===== src/rtl/paralelo_serial_phy_tx_pkg.sv =====
// rtl/paralelo_serial_phy_tx_pkg.sv - shared PHY constants and state encoding
// Purpose: alignment byte, default sync length and link state encoding,
//          shared by the TX serializer and the matching RX deserializer.
package paralelo_serial_phy_tx_pkg;

  localparam logic [7:0] PHY_COMMA       = 8'hBC;
  localparam int         PHY_SYNC_COMMAS = 4;

  typedef enum logic {
    ST_SYNC   = 1'b0,
    ST_ACTIVE = 1'b1
  } phy_state_e;

endpackage


===== src/rtl/paralelo_serial_phy_tx_if.sv =====
// rtl/paralelo_serial_phy_tx_if.sv - byte-in / bit-out link interface
// Purpose: groups the parallel byte handshake and the serial/status outputs.
// Signals:
//   data_in  [7:0] byte to transmit         (master -> slave)
//   valid_in       data_in is valid         (master -> slave)
//   ready          byte accepted when valid (slave -> master)
//   data_out       serial stream, MSB first (slave -> master)
//   active         sync complete            (slave -> master)
interface paralelo_serial_phy_tx_if;

  logic [7:0] data_in;
  logic       valid_in;
  logic       ready;
  logic       data_out;
  logic       active;

  modport master (
    output data_in,
    output valid_in,
    input  ready,
    input  data_out,
    input  active
  );

  modport slave (
    input  data_in,
    input  valid_in,
    output ready,
    output data_out,
    output active
  );

endinterface


===== src/rtl/paralelo_serial_phy_tx_shifter.sv =====
// rtl/paralelo_serial_phy_tx_shifter.sv - 8-bit load/shift serializer
// Purpose: shifts a byte out MSB first; a load replaces the shift in that cycle.
// Ports:
//   clk_32f      bit clock
//   reset_L      asynchronous active-low reset (register returns to COMMA)
//   load_i       load load_data_i instead of shifting
//   load_data_i  byte to load
//   data_o       serial output, always the register MSB
module phy_tx_shifter #(
  parameter logic [7:0] COMMA = 8'hBC
) (
  input  logic       clk_32f,
  input  logic       reset_L,
  input  logic       load_i,
  input  logic [7:0] load_data_i,
  output logic       data_o
);

  logic [7:0] sreg_q;
  logic [7:0] sreg_d;

  always_comb begin
    sreg_d = {sreg_q[6:0], 1'b0};
    if (load_i) begin
      sreg_d = load_data_i;
    end
  end

  always_ff @(posedge clk_32f or negedge reset_L) begin
    if (!reset_L) begin
      sreg_q <= COMMA;
    end else begin
      sreg_q <= sreg_d;
    end
  end

  assign data_o = sreg_q[7];

endmodule


===== src/rtl/paralelo_serial_phy_tx.sv =====
// rtl/paralelo_serial_phy_tx.sv - parallel-to-serial PHY transmitter
// Purpose: sends SYNC_COMMAS+1 alignment commas after reset, then serializes
//          accepted bytes back-to-back, filling empty byte slots with COMMA.
// Ports:
//   clk_32f   bit clock, all state on its rising edge
//   reset_L   asynchronous active-low reset
//   phy       slave side of the link interface (data_in, valid_in, ready,
//             data_out, active)
module paralelo_serial_phy_tx
  import paralelo_serial_phy_tx_pkg::*;
#(
  parameter logic [7:0] COMMA       = PHY_COMMA,
  parameter int         SYNC_COMMAS = PHY_SYNC_COMMAS
) (
  input  logic                     clk_32f,
  input  logic                     reset_L,
  paralelo_serial_phy_tx_if.slave  phy
);

  localparam int SYNC_W = $clog2(SYNC_COMMAS + 1);
  localparam logic [SYNC_W-1:0] SYNC_LAST = SYNC_W'(SYNC_COMMAS - 1);

  phy_state_e        state_q, state_d;
  logic [2:0]        bit_cnt_q, bit_cnt_d;
  logic [SYNC_W-1:0] sync_cnt_q, sync_cnt_d;
  logic [7:0]        hold_q, hold_d;
  logic              hold_full_q, hold_full_d;

  logic       boundary;
  logic       accept;
  logic       load_hold;
  logic       ready_int;
  logic       active_int;
  logic [7:0] load_byte;

  // Last bit of the current byte: the shifter loads the next byte on this edge.
  assign boundary  = (bit_cnt_q == 3'd7);
  assign accept    = phy.valid_in && ready_int;
  // state_q is still SYNC at the SYNC->ACTIVE boundary, so that slot gets a comma.
  assign load_hold = boundary && (state_q == ST_ACTIVE) && hold_full_q;
  assign load_byte = load_hold ? hold_q : COMMA;

  // State register
  always_ff @(posedge clk_32f or negedge reset_L) begin
    if (!reset_L) begin
      state_q <= ST_SYNC;
    end else begin
      state_q <= state_d;
    end
  end

  // Next-state logic; ACTIVE is left only through reset
  always_comb begin
    state_d = state_q;
    if ((state_q == ST_SYNC) && boundary && (sync_cnt_q == SYNC_LAST)) begin
      state_d = ST_ACTIVE;
    end
  end

  // Outputs depend only on registers, never on valid_in
  always_comb begin
    active_int = (state_q == ST_ACTIVE);
    ready_int  = (state_q == ST_ACTIVE) && !hold_full_q;
  end

  // Datapath next-state
  always_comb begin
    bit_cnt_d   = bit_cnt_q + 3'd1;
    sync_cnt_d  = sync_cnt_q;
    hold_d      = hold_q;
    hold_full_d = hold_full_q;

    if ((state_q == ST_SYNC) && boundary && (sync_cnt_q != SYNC_LAST)) begin
      sync_cnt_d = sync_cnt_q + 1'b1;
    end

    if (load_hold) begin
      hold_full_d = 1'b0;
    end

    // An accept needs an empty hold, so it never collides with load_hold;
    // a byte accepted on a boundary waits for the following slot.
    if (accept) begin
      hold_d      = phy.data_in;
      hold_full_d = 1'b1;
    end
  end

  always_ff @(posedge clk_32f or negedge reset_L) begin
    if (!reset_L) begin
      bit_cnt_q   <= 3'd0;
      sync_cnt_q  <= '0;
      hold_q      <= 8'h00;
      hold_full_q <= 1'b0;
    end else begin
      bit_cnt_q   <= bit_cnt_d;
      sync_cnt_q  <= sync_cnt_d;
      hold_q      <= hold_d;
      hold_full_q <= hold_full_d;
    end
  end

  phy_tx_shifter #(
    .COMMA (COMMA)
  ) u_shifter (
    .clk_32f     (clk_32f),
    .reset_L     (reset_L),
    .load_i      (boundary),
    .load_data_i (load_byte),
    .data_o      (phy.data_out)
  );

  assign phy.ready  = ready_int;
  assign phy.active = active_int;

endmodule

===== src/flat_wrapper.sv =====
// flat-port wrapper written by rule: the top's interface ports become plain ports
module paralelo_serial_phy_tx_flat import paralelo_serial_phy_tx_pkg::*;
#(
  parameter logic [7:0] COMMA       = PHY_COMMA,
  parameter int         SYNC_COMMAS = PHY_SYNC_COMMAS
)
  (clk_32f, reset_L, phy_data_in, phy_valid_in, phy_ready, phy_data_out, phy_active);
  paralelo_serial_phy_tx_if phy_i ();
  input  logic clk_32f;
  input  logic reset_L;
  input wire logic [$bits(phy_i.data_in)-1:0] phy_data_in;
  input wire logic [$bits(phy_i.valid_in)-1:0] phy_valid_in;
  output wire logic [$bits(phy_i.ready)-1:0] phy_ready;
  output wire logic [$bits(phy_i.data_out)-1:0] phy_data_out;
  output wire logic [$bits(phy_i.active)-1:0] phy_active;
  assign phy_i.data_in = phy_data_in;
  assign phy_i.valid_in = phy_valid_in;
  assign phy_ready = phy_i.ready;
  assign phy_data_out = phy_i.data_out;
  assign phy_active = phy_i.active;
  paralelo_serial_phy_tx #(.COMMA(COMMA), .SYNC_COMMAS(SYNC_COMMAS)) u_core (.clk_32f(clk_32f), .reset_L(reset_L), .phy(phy_i));
endmodule

===== config.mk =====
export PLATFORM = sky130hd
export DESIGN_NAME = paralelo_serial_phy_tx_flat
export DESIGN_NICKNAME = d
export VERILOG_FILES = /design/src/rtl/paralelo_serial_phy_tx_pkg.sv /design/src/rtl/paralelo_serial_phy_tx_if.sv /design/src/rtl/paralelo_serial_phy_tx_shifter.sv /design/src/rtl/paralelo_serial_phy_tx.sv /design/src/flat_wrapper.sv
export SDC_FILE = /design/constraint.sdc
export NUM_CORES = 1
export LEC_CHECK = 0
export ABC_AREA = 1
export CAP_MARGIN = 0
export CORE_ASPECT_RATIO = 0.9
export CORE_MARGIN = 5
export CORE_UTILIZATION = 49
export CTS_CLUSTER_DIAMETER = 80
export CTS_CLUSTER_SIZE = 30
export DETAILED_ROUTE_END_ITERATION = 10
export PLACE_DENSITY_LB_ADDON = 0.15
export SETUP_SLACK_MARGIN = 0.3
export SYNTH_ARGS = -nofsm -noshare
export SYNTH_HDL_FRONTEND = slang
export SYNTH_HIERARCHICAL = 1
export SYNTH_SLANG_ARGS = --single-unit

===== constraint.sdc =====
create_clock -name clk_32f -period 3.56 [get_ports clk_32f]
set_input_delay 0.712 -clock clk_32f [delete_from_list [all_inputs] [get_ports clk_32f]]
set_output_delay 0.712 -clock clk_32f [all_outputs]
set_load 0.02 [all_outputs]

# Word level (Yosys, flattened, before mapping)
# Index checks and enable logic that the tools add are counted.
# classes
n_addsub	2
n_mul	0
div_mod_pow	0
order_cmp	0
n_eq_ne	3
n_shift	0
muxes	4
n_bitwise	1
reduce_logical	9
# op_table
operator	count
two-way mux 8 bit	2
logical AND 1 bit	7
adder 3 x 1 -> 3 bit, second input constant	2
== test 3 x 2 -> 1 bit, second input constant	1
== test 3 bit, second input constant	1
inequality test 3 x 2 -> 1 bit, second input constant	1
two-way mux 1 bit	2
nonzero test 2 bit	1
logical NOT 1 bit	1
inverter 1 bit	1
# word_totals
regBits	24
latchBits	0
ram_bits	0
rom_bits	0
in_bits	11
out_inout_bits	3
word_cells	25
memories	0

# Logic depth before layout (Yosys ltp)
# depth
word_depth	5
depth_mapped	8
depth_no_buf	8

# Hierarchy
# Netlist, hierarchy kept.
# modules_own_cells
mod	n_inst	cells_each	area_each_um2	seq_area_each_um2
paralelo_serial_phy_tx	1	84	773.2	400.4
phy_tx_shifter	1	33	307.8	206.4

# Worst setup path after synthesis
# Ideal clock, no wire load.
# synth_path
path_type	flip-flop to output port
start	register u_core.state_q, in the netlist u_core/phy.active
end	output port phy_ready
arrival_ps	886
t_required_ps	2848
setup_slack_ps	1962
path_stages_with_launch	3
path_buffers	0
cell_sequence	dfrtp_1 -> inv_1 -> nor2_1
# synth_via
elab_chain_len	1
# synth_rtl
element	line_no	rtl
start: declaration	paralelo_serial_phy_tx.sv:23	phy_state_e state_q, state_d;
start signal: assignment	paralelo_serial_phy_tx.sv:48	state_q <= state_d;
logical AND 1 bit	paralelo_serial_phy_tx.sv:63	ready_int = (state_q == ST_ACTIVE) && !hold_full_q;
end: declaration	flat_wrapper.sv:13	output wire logic [$bits(phy_i.ready)-1:0] phy_ready;
# Every way passes these cells.

# Worst setup path after layout
# Same ends and word-level chain as after synthesis.

==> impl_metrics.py <==
metrics = {
    "job": {
        "drv_cap": 0,
    },
    "final_layout": {
        "num-nets-final": 146,
        "layout-drive-gt1-share": 0.100,
        "diodes": 0,
        "final.fill_count": 195,
        "area_delta_synth_final_pct": 14.0,
    },
    "floorplan": {
        "num_rows": 16,
        "ios": 14,
        "die_area_mm2": 0.00325,
        "dieWidth_um": 59.5,
        "start_util": 0.505,
        "coreArea_mm2": 0.00214,
        "die_h_um": 54.6,
    },
    "sta": {
        "tightest_slew_ns": 1.02,
        "finalSetupViolCount": 0,
        "setup_slack_ns": 1.03,
        "hold_viol_final": 0,
        "period_needed_ns": 2.53,
        "finalSetupTns_ns": 0,
        "whs_ns": 0.442,
        "finalCritPeriodShare": 0.712,
        "slew_headroom": 0.321,
        "drv_slew": 0,
        "fmax_mhz": 395,
        "rsz0062_at_grt": "no",
        "finClkSkew_ns": 0.00193,
    },
    "detailed_routing": {
        "routedWlPerCell_um": 10.9,
        "drc": 0,
        "vias": 745,
        "drt-total-wl_um": 1710,
        "dr.pass1.iters": 4,
        "vias_per_cell": 4.75,
        "drt_iter0_markers": 10,
        "ant_nets": 0,
    },
    "critical_path": {
        "cp_max_fo": 13,
        "cp-start-kind": "flip-flop",
        "critPathLaunch": "u_core/phy.active",
        "r2r-start": "u_core/bit_cnt_q[0]",
        "crit_path_end_kind": "primary output",
        "critPathRequiredTime_ns": 2.85,
        "path_class": "flip-flop to primary output",
        "arrival_ns": 1.82,
    },
    "synth": {
        "synth_most_common_cell": "nand2_1",
        "synth_compound_area_frac": 0.00926,
        "synthSimpleGateAreaFrac": 0.296,
        "ys_warn_count": 6,
        "yosysSeqAreaShare": 0.561,
        "netlist.area_leader.share": 0.440,
        "synth_fa_ha_area_frac": 0.0463,
        "synth_area_leaders": "dfrtp_1 44%, nand2_1 16%, dfstp_2 12%",
        "syn_inst": 117,
        "yosysTopAreaCell": "dfrtp_1",
        "syn_nets": 132,
        "synth-seq-cells": 24,
        "syn_area_mm2": 0.00108,
        "synthTopCellsByCount": "46 x nand2_1, 19 x dfrtp_1, 11 x inv_1",
        "avgSynthCellArea_um2": 9.24,
        "synth_top_family_by_area": "simple AND/OR/NAND/NOR gates",
        "synthFlopType": "dfrtp_1",
        "post_synth_xor_area_fraction": 0,
        "synth_mux_area_frac": 0,
        "synth_edf_count": 0,
        "ys_async_sr_fraction": 1.00,
        "synth_cell_types": 17,
    },
    "global_route": {
        "grt_pass1_vias": 765,
        "grt_max_degree": 25,
        "gr-usage-all-layers": 0.133,
        "grt_pass1_wl_um": 3210,
        "antenna_found_initial": 0,
        "grt-ovfl-total": 0,
    },
    "power_and_ir_drop": {
        "power_leakage_uw": 0.000622,
        "ir_drop_v": 0.000272,
        "power_density_mw_per_mm2": 406,
    },
    "min_path": {
        "hold_path_class": "flip-flop to flip-flop",
        "holdCritStartpoint": "u_core/bit_cnt_q[0]",
    },
    "clocking": {
        "cts_root_buf": "clkbuf_4",
        "cts_tree": "yes",
        "cts.sinks": 24,
        "cts_buffer_depth": 2,
        "clkLatencyLatePin_ns": 0.30,
        "cts_resized": 0,
        "postCtsSetupBuffers": 0,
        "htreeDepth": 1,
        "cts_hold_buf": 0,
        "cts_buffers": 3,
        "clk_pin_slew_ns": 0.12,
    },
    "status": {
        "outcome": "finished clean",
    },
    "place": {
        "gp_routability_congestion": 0.726,
        "hpwl_um": 1250,
        "pre_cts_slack_ns": 1.37,
        "io_buffers": 13,
    },
}
## area by class of cell
type / instances / area (um^2) / area share
clock buffers: 4 / 26.3 / 0.0213
inverters: 14 / 55.1 / 0.0447
multi-input cells: 75 / 380 / 0.309
flip-flops and latches: 24 / 607 / 0.492
well taps: 27 / 33.8 / 0.0274
repair buffers: 13 / 130 / 0.106
## report_power, final
| group | internal, uW | total (uW) | switching [uW] |
|---|---|---|---|
| Clock | 43.6 | 117 | 73.2 |
| Sequential | 307 | 321 | 13.6 |
| Combinational | 30.1 | 62.4 | 32.3 |
| Total | 381 | 500 | 119 |
## routing by layer
| layer | vias up | routed length (um) | track usage |
|---|---|---|---|
| met3 | 0 | 68 | 0.0283 |
| met4 | 0 | 0 | 0.0664 |
| li1 | 398 | - | - |
| met2 | 10 | 753 | 0.202 |
| met1 | 337 | 891 | 0.180 |
| met5 | - | 0 | 0 |
## metrics by stage
stage               instance area (um^2)  total power (uW)  instances  utilization
floorplan                           1080               361        117            -
global route                        1230               536        157        0.575
CTS                                 1230               512        157        0.575
global placement                    1210               387        153        0.563
finish                              1230               500        157        0.575
detailed placement                  1210               390        153        0.563
## registers in the layout, indices dropped and copies added (netlist names)
| signal | count |
|---|---|
| u_core/bit_cnt_q | 3 |
| u_core/hold_full_q | 1 |
| u_core/hold_q | 8 |
| u_core/phy.active | 1 |
| u_core/sync_cnt_q | 3 |
| u_core/u_shifter/sreg_q | 8 |
## cell families (layout without fill, tap and decap cells)
group / after synthesis / count (layout)
buffers and inverters: 18 / 31
adders and majority gates: 4 / 4
AOI/OAI and AO/OA: 2 / 2
and+or+nand+nor: 69 / 69
DFF: 24 / 24
## critical path, stage by stage, from the launching register on
cell	delay (ns)
dfrtp_1	0.64
inv_1	0.16
nor2_1	0.12
clkdlybuf4s50_1	0.60
## cell usage in the layout, fill, tap and decap left out, types with 4 or more instances in the layout
| cell | Yosys | routed |
|---|---|---|
| dfstp_2 | 5 | 5 |
| nand4_1 | 9 | 9 |
| nand2_1 | 46 | 46 |
| clkdlybuf4s50_1 | 0 | 13 |
| dfrtp_1 | 19 | 19 |
| nor2_1 | 4 | 4 |
| ha_1 | 4 | 4 |
| nand3b_1 | 5 | 5 |
| inv_1 | 11 | 11 |
## worst paths after layout
path	end	slack [ns]	depth (start not counted)
worst max-delay path	phy_ready	1.03	3
min in group asynchronous	u_core/bit_cnt_q[1]	0.95	1
max in group asynchronous	u_core/u_shifter/sreg_q[1]	2.00	1
worst min register to register	u_core/bit_cnt_q[0]	0.44	1
worst max register to register	u_core/u_shifter/sreg_q[6]	1.95	8
worst min-delay path	u_core/bit_cnt_q[0]	0.44	1
No activity file was read; power rests on OpenSTA's default activity.
